==> src/rtl/packet_sink.sv <==
// ---------------------------------------------------------------------------
// packet_sink
//   Receive end of a NoC credit-flow link. It takes 5-flit packets (header +
//   four data flits) from one mesh exit gate, buffers them in a small FIFO,
//   reassembles them and reports each finished packet plus running counters.
//
// Ports
//   clk                in   system clock, rising edge
//   reset              in   synchronous, active-high reset
//   channel_din        in   incoming flit
//   flit_valid_din     in   channel_din carries a flit this cycle
//   credit_out         out  one-cycle pulse per flit popped from the FIFO
//   stall_din          in   hold off FIFO pops while high
//   packet_valid_dout  out  one-cycle pulse, packet complete
//   header_dout        out  header of the last completed packet
//   data_dout          out  {DATA_0, DATA_1, DATA_2, DATA_3} of that packet
//   gate_err_dout      out  header gate field differs from this gate (with valid)
//   head_err_dout      out  sticky, a non-header flit arrived while idle
//   overflow_err_dout  out  sticky, a flit arrived while the FIFO was full
//   pkt_count_dout     out  completed packets, wrapping
//   err_count_dout     out  packets with a gate error, saturating
// ---------------------------------------------------------------------------
module packet_sink #(
    parameter int CHANNEL_WIDTH = 32,
    parameter int BUFFER_DEPTH  = 4,
    parameter int X_GATE        = 0,
    parameter int Y_GATE        = 1
) (
    input  logic                       clk,
    input  logic                       reset,
    input  logic [CHANNEL_WIDTH-1:0]   channel_din,
    input  logic                       flit_valid_din,
    output logic                       credit_out,
    input  logic                       stall_din,
    output logic                       packet_valid_dout,
    output logic [CHANNEL_WIDTH-1:0]   header_dout,
    output logic [4*CHANNEL_WIDTH-1:0] data_dout,
    output logic                       gate_err_dout,
    output logic                       head_err_dout,
    output logic                       overflow_err_dout,
    output logic [15:0]                pkt_count_dout,
    output logic [7:0]                 err_count_dout
);

    localparam int         AW   = $clog2(BUFFER_DEPTH);
    localparam logic [5:0] GATE = {3'(X_GATE), 3'(Y_GATE)};

    typedef enum logic [2:0] {S_IDLE, S_D0, S_D1, S_D2, S_D3, S_DONE} state_t;

    // ---------------- input FIFO ----------------
    // Pointers carry one extra wrap bit so full and empty are distinguishable.
    logic [CHANNEL_WIDTH-1:0] r_mem [BUFFER_DEPTH];
    logic [AW:0]              r_wptr, r_rptr;
    logic                     w_empty, w_full, w_pop, w_push;
    logic [CHANNEL_WIDTH-1:0] w_flit;

    state_t r_state, w_state_nxt;

    assign w_empty = (r_wptr == r_rptr);
    assign w_full  = (r_wptr[AW] != r_rptr[AW]) && (r_wptr[AW-1:0] == r_rptr[AW-1:0]);
    assign w_pop   = !w_empty && !stall_din && (r_state != S_DONE);
    // A pop in the same cycle frees a slot, so a write into a full FIFO is fine then.
    assign w_push  = flit_valid_din && (!w_full || w_pop);
    assign w_flit  = r_mem[r_rptr[AW-1:0]];

    always_ff @(posedge clk) begin
        if (w_push) r_mem[r_wptr[AW-1:0]] <= channel_din;
    end

    always_ff @(posedge clk) begin
        if (reset) begin
            r_wptr            <= '0;
            r_rptr            <= '0;
            credit_out        <= 1'b0;
            overflow_err_dout <= 1'b0;
        end else begin
            if (w_push) r_wptr <= r_wptr + 1'b1;
            if (w_pop)  r_rptr <= r_rptr + 1'b1;
            credit_out <= w_pop;
            if (flit_valid_din && w_full && !w_pop) overflow_err_dout <= 1'b1;
        end
    end

    // ---------------- reassembly FSM ----------------
    logic w_latch_hdr, w_head_bad;

    always_comb begin
        w_state_nxt       = r_state;
        w_latch_hdr       = 1'b0;
        w_head_bad        = 1'b0;
        packet_valid_dout = 1'b0;
        gate_err_dout     = 1'b0;
        case (r_state)
            S_IDLE: if (w_pop) begin
                if (w_flit[31]) begin
                    w_latch_hdr = 1'b1;
                    w_state_nxt = S_D0;
                end else begin
                    w_head_bad  = 1'b1;   // stray flit: dropped, credit still returned
                end
            end
            S_D0:   if (w_pop) w_state_nxt = S_D1;
            S_D1:   if (w_pop) w_state_nxt = S_D2;
            S_D2:   if (w_pop) w_state_nxt = S_D3;
            S_D3:   if (w_pop) w_state_nxt = S_DONE;
            S_DONE: begin
                packet_valid_dout = 1'b1;
                gate_err_dout     = (header_dout[23:18] != GATE);
                w_state_nxt       = S_IDLE;
            end
            default: w_state_nxt = S_IDLE;
        endcase
    end

    // Working latches for the packet in flight; the outputs are loaded on the
    // final pop so they are already valid during the DONE cycle and then hold.
    logic [CHANNEL_WIDTH-1:0] r_hdr, r_d0, r_d1, r_d2;

    always_ff @(posedge clk) begin
        if (reset) begin
            r_state        <= S_IDLE;
            r_hdr          <= '0;
            r_d0           <= '0;
            r_d1           <= '0;
            r_d2           <= '0;
            header_dout    <= '0;
            data_dout      <= '0;
            head_err_dout  <= 1'b0;
            pkt_count_dout <= '0;
            err_count_dout <= '0;
        end else begin
            r_state <= w_state_nxt;
            if (w_latch_hdr) r_hdr <= w_flit;
            if (w_head_bad)  head_err_dout <= 1'b1;
            if (w_pop && r_state == S_D0) r_d0 <= w_flit;
            if (w_pop && r_state == S_D1) r_d1 <= w_flit;
            if (w_pop && r_state == S_D2) r_d2 <= w_flit;
            if (w_pop && r_state == S_D3) begin
                header_dout <= r_hdr;
                data_dout   <= {r_d0, r_d1, r_d2, w_flit};
            end
            if (r_state == S_DONE) begin
                pkt_count_dout <= pkt_count_dout + 16'd1;
                if (gate_err_dout && err_count_dout != 8'hFF)
                    err_count_dout <= err_count_dout + 8'd1;
            end
        end
    end

endmodule

==> config.mk <==
export PLATFORM = sky130hd
export DESIGN_NAME = packet_sink
export DESIGN_NICKNAME = d
export VERILOG_FILES = /design/src/rtl/packet_sink.sv
export SDC_FILE = /design/constraint.sdc
export NUM_CORES = 1
export LEC_CHECK = 0
export BUFFER_PORTS_ARGS = -buffer_cell sky130_fd_sc_hd__buf_2
export CAP_MARGIN = 20
export CORE_MARGIN = 8
export CORE_UTILIZATION = 49
export CTS_CLUSTER_DIAMETER = 30
export DETAILED_ROUTE_END_ITERATION = 16
export GPL_TIMING_DRIVEN = 0
export PLACE_DENSITY_LB_ADDON = 0.1
export SLEW_MARGIN = 40
export SYNTH_ARGS = -nofsm -noshare
export SYNTH_HDL_FRONTEND = slang
export SYNTH_SLANG_ARGS = --single-unit
==> constraint.sdc <==
create_clock -name clk -period 3.65 [get_ports clk]
set_input_delay 0.1825 -clock clk [delete_from_list [all_inputs] [get_ports clk]]
set_output_delay 0.1825 -clock clk [all_outputs]
set_load 0.05 [all_outputs]
==> results.yml <==
outcome:
  status: "finished clean"
timing:
  fin_setup_tns_ns: 0
  layout_min_cycle_time_ns: 3.00
  slew_headroom: 0.420
  fin_worst_skew_ns: 0.0191
  worst_slew_pin_slew_ns: 0.870
  maxSlewViolCount: 0
  worst_hold_slack_ns: 0.0656
  finalHoldViolations: 0
  finalCritPeriodShare: 0.821
  rsz0062_at_grt: "no"
  finalSetupViolations: 0
  max_freq_mhz: 334
  finalWorstSetupSlack_ns: 0.653
cts:
  cts-root-buf: "clkbuf_16"
  insertion_delay_ns: 0.59
  clock-sinks: 454
  ctsResizeCount: 0
  path_clk_slew_ns: 0.05
  ctsLongestPathBuffers: 3
  cts_htree_levels: 3
  cts_tree: "done"
  cts_buffers: 95
setup_path:
  crit_path_top_delay_cell: "or4b_2"
  arrival_ns: 2.81
  crit_path_max_incr_delay_ns: 0.72
  crit_path_max_fanout: 10
  worstPathRequired_ns: 3.47
  crit_type: "flop to output port"
  worstSetupEndpointType: "output port"
  cp_cell_sequence: "or4b_2 > o31ai_1 > buf_2 > inv_1 > buf_2"
  cp_common_cell: "buf_2"
  cp-start-kind: "flop"
finish:
  stdcell_area_um2: 22200
  drive_gt1_frac: 0.215
  seq_area_um2: 10400
  multiInputGateArea_um2: 5860
  fill_cells: 2721
  syn2layout_area_growth_pct: 32.4
  antenna_cells: 0
  fin_nets: 2061
job:
  maxCapViolations: 0
floorplanning:
  num_rows: 67
  start_util: 0.499
  die_w_um: 201
  coreArea_um2: 33600
  die_area_um2: 40400
  ios: 225
  chipHeight_um: 201
placement:
  dpl_cell_area_um2: 18500
  port_buffers: 222
  gp_congestion: 0.906
  pre_cts_ws_ns: 1.07
  dpl.hpwl_um: 35200
routing:
  wl_met3_um: 4090
  route.met2.wl_um: 23900
  drcViolationCount: 0
  dr.pass1.iters: 7
  via_per_inst: 5.58
  vias: 14207
  highest_layer: "met4"
  drt_iter0_drc: 1077
  wl_per_cell_um: 20.1
  wl_met1_um: 21800
  wl_um: 51200
  antenna_left: 0
pwr:
  combPwrFrac: 0.070
  p_leak_nw: 8.06
  vdd_drop_max_mv: 0.463
  seqPwrFrac: 0.350
  power_w: 0.0153
  p_sw_w: 0.00359
  power_density_nw_per_um2: 691
  swShare: 0.234
  intPower_w: 0.0118
  clock_power_share: 0.580
yosys:
  synth_area_per_cell_um2: 10.1
  synth_async_sr_flop_share: 0
  yosysSeqAreaShare: 0.618
  synth-seq-cells: 454
  synth_top_cells_by_count: "nand2_1 (331), dfxtp_1 (326), a21oi_1 (309)"
  synth_area_leader_cell: "dfxtp_1"
  synth_edf_count: 128
  netlist.area_leader.share: 0.389
  synth_flop_cell: "dfxtp_1"
  yosys_warnings: 0
  synth_nets: 1708
  syn_area_um2: 16800
  synthTopCellsByArea: "dfxtp_1 (39%), edfxtp_1 (23%), a21oi_1 (9.2%)"
  synthesis.instances: 1665
  yosysUniqueCellTypes: 44
  yosysMostFrequentCell: "nand2_1"
worst_hold_path:
  hold_path_class: "primary input to flop"
global_routing:
  grt_max_degree: 33
  overflow: 0
  grt_util_all_layers: 0.244
  grt_pass1_wl_um: 79100
  grt_pass1_vias: 14089
  antenna_found_initial: 0
## layer usage
metal / up-vias / global-route usage
met3: 105 / 0.0623
li1: 6680 / -
met5: - / 0
met2: 572 / 0.395
met4: 0 / 0.0912
met1: 6850 / 0.313
## stage by stage
step | std cells | utilization
finish | 2544 | 0.661
global placement | 2335 | 0.549
floorplan | 1665 | -
detailed placement | 2336 | 0.551
CTS | 2544 | 0.661
global route | 2544 | 0.661
## cell usage in the layout, fill, tap and decap left out, types with 5 or more instances in the layout
master / count
a21oi_1: 309
buf_1: 11
buf_2: 238
bufinv_16: 15
clkbuf_1: 122
clkbuf_16: 97
clkbuf_8: 13
clkinv_1: 5
clkinv_2: 11
clkinv_4: 9
clkinvlp_4: 13
dfxtp_1: 326
dlygate4sd3_1: 33
edfxtp_1: 128
ha_1: 7
inv_1: 8
mux4_2: 32
nand2_1: 331
nand3_1: 109
nand4_1: 39
nor2_1: 18
o21ai_0: 103
o31ai_1: 40
or3_1: 6
or4_1: 8
xor2_1: 10
## path summary, 6_finish.rpt
check / start / endpoint / slack, ns / cells after the start
max: header_dout[19] / gate_err_dout / 0.65 / 5
min: reset / err_count_dout[5] / 0.07 / 3
max reg2reg: r_state[2] / data_dout[31] / 1.04 / 6
min reg2reg: r_d1[18] / data_dout[82] / 0.44 / 2
## what timing repair did
item	in CTS	in global routing
endpoints found under the hold margin	129	0
hold buffers	33	0
buffers inserted	0	0
## state kept, by name, summed over array words and instances (netlist names), 8 cells and up, named ones only
name	flops
r_d0	32
data_dout	128
pkt_count_dout	16
r_d1	32
err_count_dout	8
r_mem	128
r_hdr	32
r_d2	32
header_dout	32
## kinds of logic after synthesis
| group | count (synthesis) | synth area share |
|---|---|---|
| buf+inv | 154 | 0.0359 |
| simple gates | 532 | 0.139 |
| fa+ha+maj | 7 | 0.00522 |
| compound gates | 467 | 0.149 |
| mux | 37 | 0.0462 |
| xor+xnor | 14 | 0.00730 |
| flops | 454 | 0.618 |
## power groups by stage
| stage | logic (W) | clock network (W) | registers, W |
|---|---|---|---|
| 6_report | 0.00107 | 0.00891 | 0.00537 |
| 5_1_grt | 0.00113 | 0.00924 | 0.00537 |
| 4_1_cts | 0.00105 | 0.00896 | 0.00537 |
| 3_5_place_dp | 0.00102 | 0 | 0.00546 |
| 2_1_floorplan | 0.000614 | 0 | 0.00545 |
| 3_3_place_gp | 0.000998 | 0 | 0.00546 |
## final cells by class
cell class	instances	area share
Sequential cell	454	0.467
Clock buffer	119	0.119
Buffer	143	0.0253
Inverter	11	0.00186
Timing Repair Buffer	256	0.0658
Clock inverter	56	0.0329
Multi-Input combinational cell	1057	0.263
Tap cell	448	0.0252
## worst max-delay path, delay by kind of cell, from the launching register on
family / cells / cell delay, ns
compound gates: 1 / 0.53
simple gates: 1 / 0.72
flops: 1 / 0.33
buf+inv: 3 / 0.65
Power figures use the tool's default switching activity.
